File: config.mk
export PLATFORM = sky130hd
export DESIGN_NAME = semaforo_monitor_flat
export DESIGN_NICKNAME = d
export VERILOG_FILES = /design/src/rtl/semaforo_if.sv /design/src/rtl/semaforo_monitor.sv /design/src/flat_wrapper.sv
export SDC_FILE = /design/constraint.sdc
export NUM_CORES = 1
export LEC_CHECK = 0
export CAP_MARGIN = 20
export CELL_PAD_IN_SITES_DETAIL_PLACEMENT = 0
export CELL_PAD_IN_SITES_GLOBAL_PLACEMENT = 1
export CORE_MARGIN = 2
export CORE_UTILIZATION = 35
export CTS_BUF_LIST = sky130_fd_sc_hd__clkbuf_8
export DETAILED_ROUTE_END_ITERATION = 12
export GPL_TIMING_DRIVEN = 0
export PLACE_DENSITY_LB_ADDON = 0.1
export SYNTH_ARGS = -nofsm -noshare
export SYNTH_HDL_FRONTEND = slang
export SYNTH_SLANG_ARGS = --single-unit
File: constraint.sdc
create_clock -name clk -period 2.2 [get_ports clk]
set_clock_uncertainty 0.05 [all_clocks]
set_input_delay 0.44 -clock clk [delete_from_list [all_inputs] [get_ports clk]]
set_output_delay 0.44 -clock clk [all_outputs]
set_load 0.005 [all_outputs]
File: src/rtl/semaforo_if.sv
// semaforo_if: light buses into the monitor and the monitor's result signals.
interface semaforo_if #(parameter int CNT_W = 9);
  logic [2:0] A, B;
  logic done_a, done_b, conflict, err_pulse;
  logic [2:0] color_a, color_b, err_a, err_b;
  logic [CNT_W-1:0] len_a, len_b;
  modport master(output A, B, input done_a, color_a, len_a, done_b, color_b, len_b, err_a, err_b, conflict, err_pulse);
  modport slave(input A, B, output done_a, color_a, len_a, done_b, color_b, len_b, err_a, err_b, conflict, err_pulse);
endinterface

File: src/rtl/semaforo_monitor.sv
// semaforo_monitor: passive checker of the A/B light buses; conflict check enabled by SEMAFORO_MON_CONFLICT_EN.
module semaforo_monitor #(
  parameter int CNT_W = 9,
  parameter int MIN_RED = 4,
  parameter int MIN_YELLOW = 2,
  parameter int MIN_GREEN = 4
) (
  input logic clk,
  input logic rst,
  semaforo_if.slave mon
);
  typedef enum logic [1:0] {UNSYNC, FIRST, RUN} state_e;
  state_e st_q [2], st_d [2];
  logic [2:0] x [2], p_q [2], color_q [2], err_q [2], ev [2];
  logic [CNT_W-1:0] cnt_q [2], cnt_d [2], len_q [2];
  logic [1:0] lx, lp, chg, ins, done_q;
  logic cf_ev, conflict_q, pulse_q;
  function automatic logic legal(input logic [2:0] v);
    return v == 3'b001 || v == 3'b010 || v == 3'b100;
  endfunction
  function automatic logic [CNT_W-1:0] min_len(input logic [2:0] v);
    return v[0] ? CNT_W'(MIN_RED) : v[1] ? CNT_W'(MIN_YELLOW) : CNT_W'(MIN_GREEN);
  endfunction
  assign x[0] = mon.A;
  assign x[1] = mon.B;
  // in-order successor is a left rotation: red -> yellow -> green -> red
  always_comb begin
    for (int c = 0; c < 2; c++) begin
      lx[c] = legal(x[c]);
      lp[c] = legal(p_q[c]);
      chg[c] = lp[c] && x[c] != p_q[c];
      ins[c] = x[c] == {p_q[c][1:0], p_q[c][2]};
      ev[c] = {lx[c] && chg[c] && ins[c] && st_q[c] == RUN && cnt_q[c] < min_len(p_q[c]),
               lx[c] && chg[c] && !ins[c],
               !lx[c] && (lp[c] || x[c] != p_q[c])};
      st_d[c] = !lx[c] ? UNSYNC : (st_q[c] == UNSYNC || (chg[c] && !ins[c])) ? FIRST : chg[c] ? RUN : st_q[c];
      cnt_d[c] = !lx[c] ? '0 : (chg[c] || st_q[c] == UNSYNC) ? CNT_W'(1) :
                 (&cnt_q[c]) ? cnt_q[c] : cnt_q[c] + CNT_W'(1);
    end
  end
`ifdef SEMAFORO_MON_CONFLICT_EN
  assign cf_ev = lx[0] && lx[1] && !x[0][0] && !x[1][0];
`else
  assign cf_ev = 1'b0;
`endif
  always_ff @(posedge clk) begin
    if (rst) begin
      for (int c = 0; c < 2; c++) begin
        st_q[c] <= UNSYNC;
        p_q[c] <= '0;
        cnt_q[c] <= '0;
        color_q[c] <= '0;
        len_q[c] <= '0;
        err_q[c] <= '0;
      end
      done_q <= '0;
      conflict_q <= 1'b0;
      pulse_q <= 1'b0;
    end else begin
      for (int c = 0; c < 2; c++) begin
        st_q[c] <= st_d[c];
        p_q[c] <= x[c];
        cnt_q[c] <= cnt_d[c];
        err_q[c] <= err_q[c] | ev[c];
        if (chg[c]) begin
          color_q[c] <= p_q[c];
          len_q[c] <= cnt_q[c];
        end
      end
      done_q <= chg;
      conflict_q <= conflict_q | cf_ev;
      pulse_q <= |{ev[0], ev[1], cf_ev};
    end
  end
  assign mon.done_a = done_q[0];
  assign mon.done_b = done_q[1];
  assign mon.color_a = color_q[0];
  assign mon.color_b = color_q[1];
  assign mon.len_a = len_q[0];
  assign mon.len_b = len_q[1];
  assign mon.err_a = err_q[0];
  assign mon.err_b = err_q[1];
  assign mon.conflict = conflict_q;
  assign mon.err_pulse = pulse_q;
endmodule

File: src/flat_wrapper.sv
// flat-port wrapper written by rule: the top's interface ports become plain ports
module semaforo_monitor_flat 
#(
  parameter int CNT_W = 9,
  parameter int MIN_RED = 4,
  parameter int MIN_YELLOW = 2,
  parameter int MIN_GREEN = 4
)
  (clk, rst, mon_A, mon_B, mon_done_a, mon_color_a, mon_len_a, mon_done_b, mon_color_b, mon_len_b, mon_err_a, mon_err_b, mon_conflict, mon_err_pulse);
  semaforo_if #(.CNT_W(CNT_W)) mon_i ();
  input logic clk;
  input logic rst;
  input wire logic [$bits(mon_i.A)-1:0] mon_A;
  input wire logic [$bits(mon_i.B)-1:0] mon_B;
  output wire logic [$bits(mon_i.done_a)-1:0] mon_done_a;
  output wire logic [$bits(mon_i.color_a)-1:0] mon_color_a;
  output wire logic [$bits(mon_i.len_a)-1:0] mon_len_a;
  output wire logic [$bits(mon_i.done_b)-1:0] mon_done_b;
  output wire logic [$bits(mon_i.color_b)-1:0] mon_color_b;
  output wire logic [$bits(mon_i.len_b)-1:0] mon_len_b;
  output wire logic [$bits(mon_i.err_a)-1:0] mon_err_a;
  output wire logic [$bits(mon_i.err_b)-1:0] mon_err_b;
  output wire logic [$bits(mon_i.conflict)-1:0] mon_conflict;
  output wire logic [$bits(mon_i.err_pulse)-1:0] mon_err_pulse;
  assign mon_i.A = mon_A;
  assign mon_i.B = mon_B;
  assign mon_done_a = mon_i.done_a;
  assign mon_color_a = mon_i.color_a;
  assign mon_len_a = mon_i.len_a;
  assign mon_done_b = mon_i.done_b;
  assign mon_color_b = mon_i.color_b;
  assign mon_len_b = mon_i.len_b;
  assign mon_err_a = mon_i.err_a;
  assign mon_err_b = mon_i.err_b;
  assign mon_conflict = mon_i.conflict;
  assign mon_err_pulse = mon_i.err_pulse;
  semaforo_monitor #(.CNT_W(CNT_W), .MIN_RED(MIN_RED), .MIN_YELLOW(MIN_YELLOW), .MIN_GREEN(MIN_GREEN)) u_core (.clk(clk), .rst(rst), .mon(mon_i));
endmodule
==> flow_summary.ini, run 1 <==
[yosys]
syn_nets = 313
synth_edf_count = 24
seq_area_frac_synth_pct = 49.6
synth_cells = 299
synth.cell_area_um2 = 2950
ys_seq_elements = 61
syn_area_per_cell_um2 = 9.85
synth.distinct_cells = 52
synth-warning-count = 0
synth_ff_type = dfxtp_1
ys_async_sr_fraction_pct = 0

[global_routing]
track_usage_pct = 14.7
grt_pass1_vias = 2007
globalRouteOverflowTotal = 0
antenna_found_initial = 0
grt_pass1_wl_um = 10200
grt_max_degree = 13

[cts]
cts_root_buf = clkbuf_8
cts_sinks = 61
cts_buffer_depth = 2
clk_pin_slew_worst_paths_ns = 0.07
ctsHoldBuffers = 0
clk_latency_ns = 0.33
numCtsBuffers = 9
htree_levels = 3
cts_tree = done

[critical_path]
required_ns = 2.23
crit_type = input pin to flip-flop
r2r_slack_ns = 0.14
worstPathArrival_ns = 2.18
timing.rr.start = u_core.p_q[0][3]$_SDFF_PP0_
start_kind = input pin
cp_max_fo = 6
r2r.worst_path.cells = 6
endpoint_kind = flip-flop
r2r_end = u_core.mon.err_pulse$_SDFF_PP0_

[final_layout]
fin_util_pct = 47.1
insertedDiodeCount = 0
drive_above_1_share_pct = 16.2
nets = 373
areaGrowthSynthToFinish_pct = 30.6
final_cells = 469

[run]
maxCapViolations = 0

[timing]
fin_hold_ws_ns = 0.395
max_freq_mhz = 464
hold_viol = 0
final.setup.tns_ns = 0
fin_crit_sh_pct = 97.9
final_max_slew_viol_count = 0
rsz0062_at_grt = false
slew_headroom_pct = 65.1
layout_min_cycle_time_ns = 2.15
final-setup-viol-count = 0
fin_ws_ns = 0.0454
tightest_slew_ns = 0.517

[drt]
vias_per_cell = 4.90
via_count = 2299
wl_per_cell_um = 13.5
finalWirelength_um = 6340
drtIter0Drc = 62
drcViolationCount = 0
first_pass_iters = 4
ant_nets = 0

[placement]
place_congestion = 0.780
pre_cts_ws_ns = -0.656
portBuffers = 39
dp_cells = 443
place_hpwl_um = 4340

[worst_hold_path]
hold_depth = 2
min_path_type = flip-flop to flip-flop
min_to = u_core.err_q[0][5]$_SDFF_PP0_
worstHoldStart = u_core.err_q[0][5]$_SDFF_PP0_

[power_and_ir_drop]
p_per_area_nw_per_um2 = 697
p_leak_nw = 1.44
ir_drop_mv = 0.310

[die]
start_util_pct = 36.0
die_w_um = 95.7
rows = 33
die_area_um2 = 9170
die_h_um = 95.7
ioPinCount = 42
core_um2 = 8180

[outcome]
status = completed
==> registers in the layout (all words and copies together) (netlist names) <==
register,cells
u_core.err_q,6
u_core.st_q,4
u_core.mon.err_pulse,1
u_core.color_q,6
u_core.cnt_q,18
u_core.done_q,2
u_core.p_q,6
u_core.len_q,18
==> critical path: stages <==
cell and delay [ns]:
clkdlybuf4s50_1 0.50, or3b_4 0.41, a211oi_4 0.22, or3_4 0.19
a21oi_4 0.09, buf_6 0.16, and2_1 0.15
==> cells by family (layout without fill, tap and decap cells) <==
logic type	Yosys count	in the layout	synth area share [%]
other cells	1	1	0.127
xor+xnor	14	14	4.16
simple gates	141	141	27.5
flops	61	61	49.6
mux	4	4	1.36
compound gates	45	45	10.0
fa+ha+maj	7	7	2.89
buf+inv	26	91	4.29
==> per-layer routing <==
layer  wire [um]  vias to the layer above  global-route usage, %
met4          77                        0                   6.43
li1            -                     1170                      -
met1        3080                     1056                   20.3
met2        2840                       66                   22.0
met5           0                        -                      0
met3         334                        7                   3.29
==> worst max-delay path by stage <==
stage                   from  cells past startpoint  slack [ns]                                 end
global route        mon_A[0]                      7       0.001    u_core.len_q[0][5]$_SDFFCE_PN0P_
CTS                 mon_B[0]                      8        0.01   u_core.len_q[0][17]$_SDFFCE_PN0P_
detailed placement  mon_B[2]                      5       -0.66   u_core.len_q[0][12]$_SDFFCE_PN0P_
finish              mon_A[0]                      7        0.05   u_core.len_q[0][17]$_SDFFCE_PN0P_
global placement    mon_B[2]                      5       -0.65    u_core.len_q[0][9]$_SDFFCE_PN0P_
floorplan           mon_B[1]                      7        0.07  u_core.color_q[0][0]$_SDFFCE_PN0P_
==> synthesized netlist by cell type, types with 7 or more instances <==
cell type   n  area share (%)
nor3_1      7             1.2
nor2_2      8             1.7
nor2_1     34             4.3
and2_1     25             5.3
nor2b_1     9             1.9
clkbuf_1   12             1.5
nand2_1    10             1.3
xor2_1      8             2.4
edfxtp_1   24              24
a21oi_1     9             1.5
inv_1       8             1.0
o21ai_0     7             1.2
dfxtp_1    37              25
nand3_1     8             1.4
==> layout make-up <==
cell class,instances,area (um^2)
plain buffers,17,97.6
clock buffers,10,138
clock inverters,6,77.6
fillers,804,4330
inverters,8,30.0
multi-input cells,212,1420
flip-flops and latches,61,1460
well taps,105,131
repair buffers,50,488
==> through the flow <==
step	total power [mW]	area, um^2
6_report	2.68	3850
5_1_grt	2.79	3850
2_1_floorplan	1.43	2950
3_3_place_gp	1.57	3470
4_1_cts	2.67	3730
3_5_place_dp	1.57	3470
==> timing repair <==
action	CTS	global route
gates resized for setup	15	12
endpoints found under the setup margin	62	36
buffers inserted	1	9
pin swaps	3	3
cloned	0	1
==> power by group <==
part | internal, mW | total, mW | switching, mW
sequential | 1.23 | 1.26 | 0.0268
combinational | 0.177 | 0.338 | 0.161
clock | 0.657 | 1.09 | 0.429
total | 2.06 | 2.68 | 0.617
==> layout by cell type, fill, tap and decap left out, drive strengths merged, types with 4 or more instances in the layout <==
cell           netlist  final
nor2                42     42
clkdlybuf4s50        0     37
dfxtp               37     37
and2                25     25
edfxtp              24     24
clkbuf              12     20
buf                  6     18
o21ai               13     13
nand2               10     10
a21oi               10     10
nor2b                9      9
inv                  8      9
nand3                8      8
xor2                 8      8
nor3                 7      7
nor4bb               6      6
a31oi                6      6
xnor2                6      6
ha                   6      6
nand2b               6      6
nor3b                6      6
or3                  5      5
mux2i                4      4
(Power assumes the default switching activity.)
==> run 2, diff against run 1 <==
CORE_UTILIZATION = 39   (was 35)
SLEW_MARGIN = 20   (was default)
==> run 2 against run 1 <==
Effect of this change:
- power fell by 3.1%
- combinational power barely moved
- cell count fell by 1.3%
- flip-flop and latch count did not move
- fmax rose by 1.3%
- routed wire length fell by 0.99%
- die area fell by 9.8%
- hold slack improved by 0.0048 ns
==> flow_summary.ini, run 2 (synthesis gave the netlist of run 1 again) <==
[critical_path]
start_kind = input pin
required_ns = 2.23
crit_type = input pin to flip-flop
worstPathArrival_ns = 2.16
slowest_stage = clkdlybuf4s50_1
endpoint_kind = flip-flop
slowest_delay_ns = 0.42
r2r_slack_ns = 0.14
cp_max_fo = 7
crit_chain = clkdlybuf4s50_1 -> or3b_4 -> a211o_1 -> nand4_4 -> a21oi_4 -> buf_6 -> and2_1

[timing]
final.setup.tns_ns = 0
rsz0062_at_grt = true
tightest_slew_ns = 0.523
hold_viol = 0
layout_min_cycle_time_ns = 2.13
fin_crit_sh_pct = 96.7
slew_headroom_pct = 65.2
final-setup-viol-count = 0
max_freq_mhz = 470
final_max_slew_viol_count = 0

[drt]
vias_per_cell = 4.94
drcViolationCount = 0
drtIter0Drc = 52
first_pass_iters = 4
wl_per_cell_um = 13.5
finalWirelength_um = 6270
via_count = 2288
ant_nets = 0

[cts]
cts_tree = done
cts_sinks = 61
numCtsBuffers = 9
htree_levels = 3
clk_pin_slew_worst_paths_ns = 0.07
cts_buffer_depth = 2
cts_root_buf = clkbuf_8
clk_latency_ns = 0.33

[power_and_ir_drop]
p_per_area_nw_per_um2 = 678
power_mw = 2.60
ir_drop_mv = 0.336
p_leak_nw = 1.44

[global_routing]
track_usage_pct = 15.8
grt_pass1_vias = 2129
grt_pass1_wl_um = 10500
globalRouteOverflowTotal = 0
antenna_found_initial = 0
grt_max_degree = 13

[outcome]
status = completed

[die]
core_um2 = 7290
die_area_um2 = 8260
die_w_um = 90.9
die_h_um = 90.9
rows = 31
start_util_pct = 40.4
ioPinCount = 42

[placement]
place_hpwl_um = 4250
place_congestion = 0.765
dpl_cell_area_um2 = 3460
portBuffers = 39
dp_cells = 437

[final_layout]
largestRegisters = u_core.cnt_q: 18 flops, u_core.len_q: 18 flops
drive_above_1_share_pct = 16.8
fin_area_um2 = 3830
layout_common_cells = 36 x clkdlybuf4s50_1, 35 x dfxtp_1, 34 x nor2_1
nets = 373
mostFrequentLayoutCell = clkdlybuf4s50_1
final_cells = 463
areaGrowthSynthToFinish_pct = 30.0
insertedDiodeCount = 0
final.fill_count = 690

[worst_hold_path]
min_path_type = flip-flop to flip-flop

[run]
maxCapViolations = 0
[run 2: final timing paths]
kind                                        start                                end  cells past startpoint
setup / recovery                         mon_B[0]  u_core.len_q[0][16]$_SDFFCE_PN0P_                      7
hold / removal      u_core.err_q[0][5]$_SDFF_PP0_      u_core.err_q[0][5]$_SDFF_PP0_                      2
setup reg to reg  u_core.cnt_q[0][9]$_SDFFE_PP0P_   u_core.cnt_q[0][16]$_SDFFE_PP0N_                      9
hold reg to reg     u_core.err_q[0][5]$_SDFF_PP0_      u_core.err_q[0][5]$_SDFF_PP0_                      2
[run 2: power breakdown]
part	total [mW]	switching (mW)	internal, mW
Combinational	0.335	0.160	0.176
Clock	1.00	0.427	0.577
Sequential	1.26	0.0275	1.23
Total	2.60	0.615	1.98
[run 2: metrics by stage]
stage	setup WS [ns]	hold slack, ns	util (%)
after global placement	-0.631	0.384	47.4
after detailed placement	-0.654	0.391	47.4
after global routing	-0.00390	0.422	52.5
after floorplan	0.0713	0.392	-
final	0.0730	0.399	52.5
after CTS	0.0158	0.403	51.1
[run 2: timing repair]
item	CTS	global route
hold buffers	0	0
setup endpoints to repair	57	41
setup buffers	2	7
pin swaps	2	6
resized for setup	16	14
cloned	0	2
hold endpoints to repair	0	0
[run 2: area by class of cell]
class	instances	area, um^2	share of cell area (%)
plain buffers	17	98.8	2.58
well taps	99	124	3.23
repair buffers	50	480	12.5
inverters	8	30.0	0.784
flip-flops and latches	61	1460	38.2
multi-input cells	212	1430	37.3
clock buffers	11	151	3.95
clock inverters	5	51.3	1.34
[run 2: worst max-delay path, delay by kind of cell]
family | cells | cell delay [ns]
compound gates | 2 | 0.43
buf+inv | 2 | 0.59
simple gates | 3 | 0.69
[run 2: layer usage]
layer	up-vias	GRT usage (%)	share of wire, %
li1	1172	-	-
met1	1059	21.4	49
met2	48	24.3	45
met3	9	3.42	3.9
met4	0	6.69	1.5
met5	-	0	0
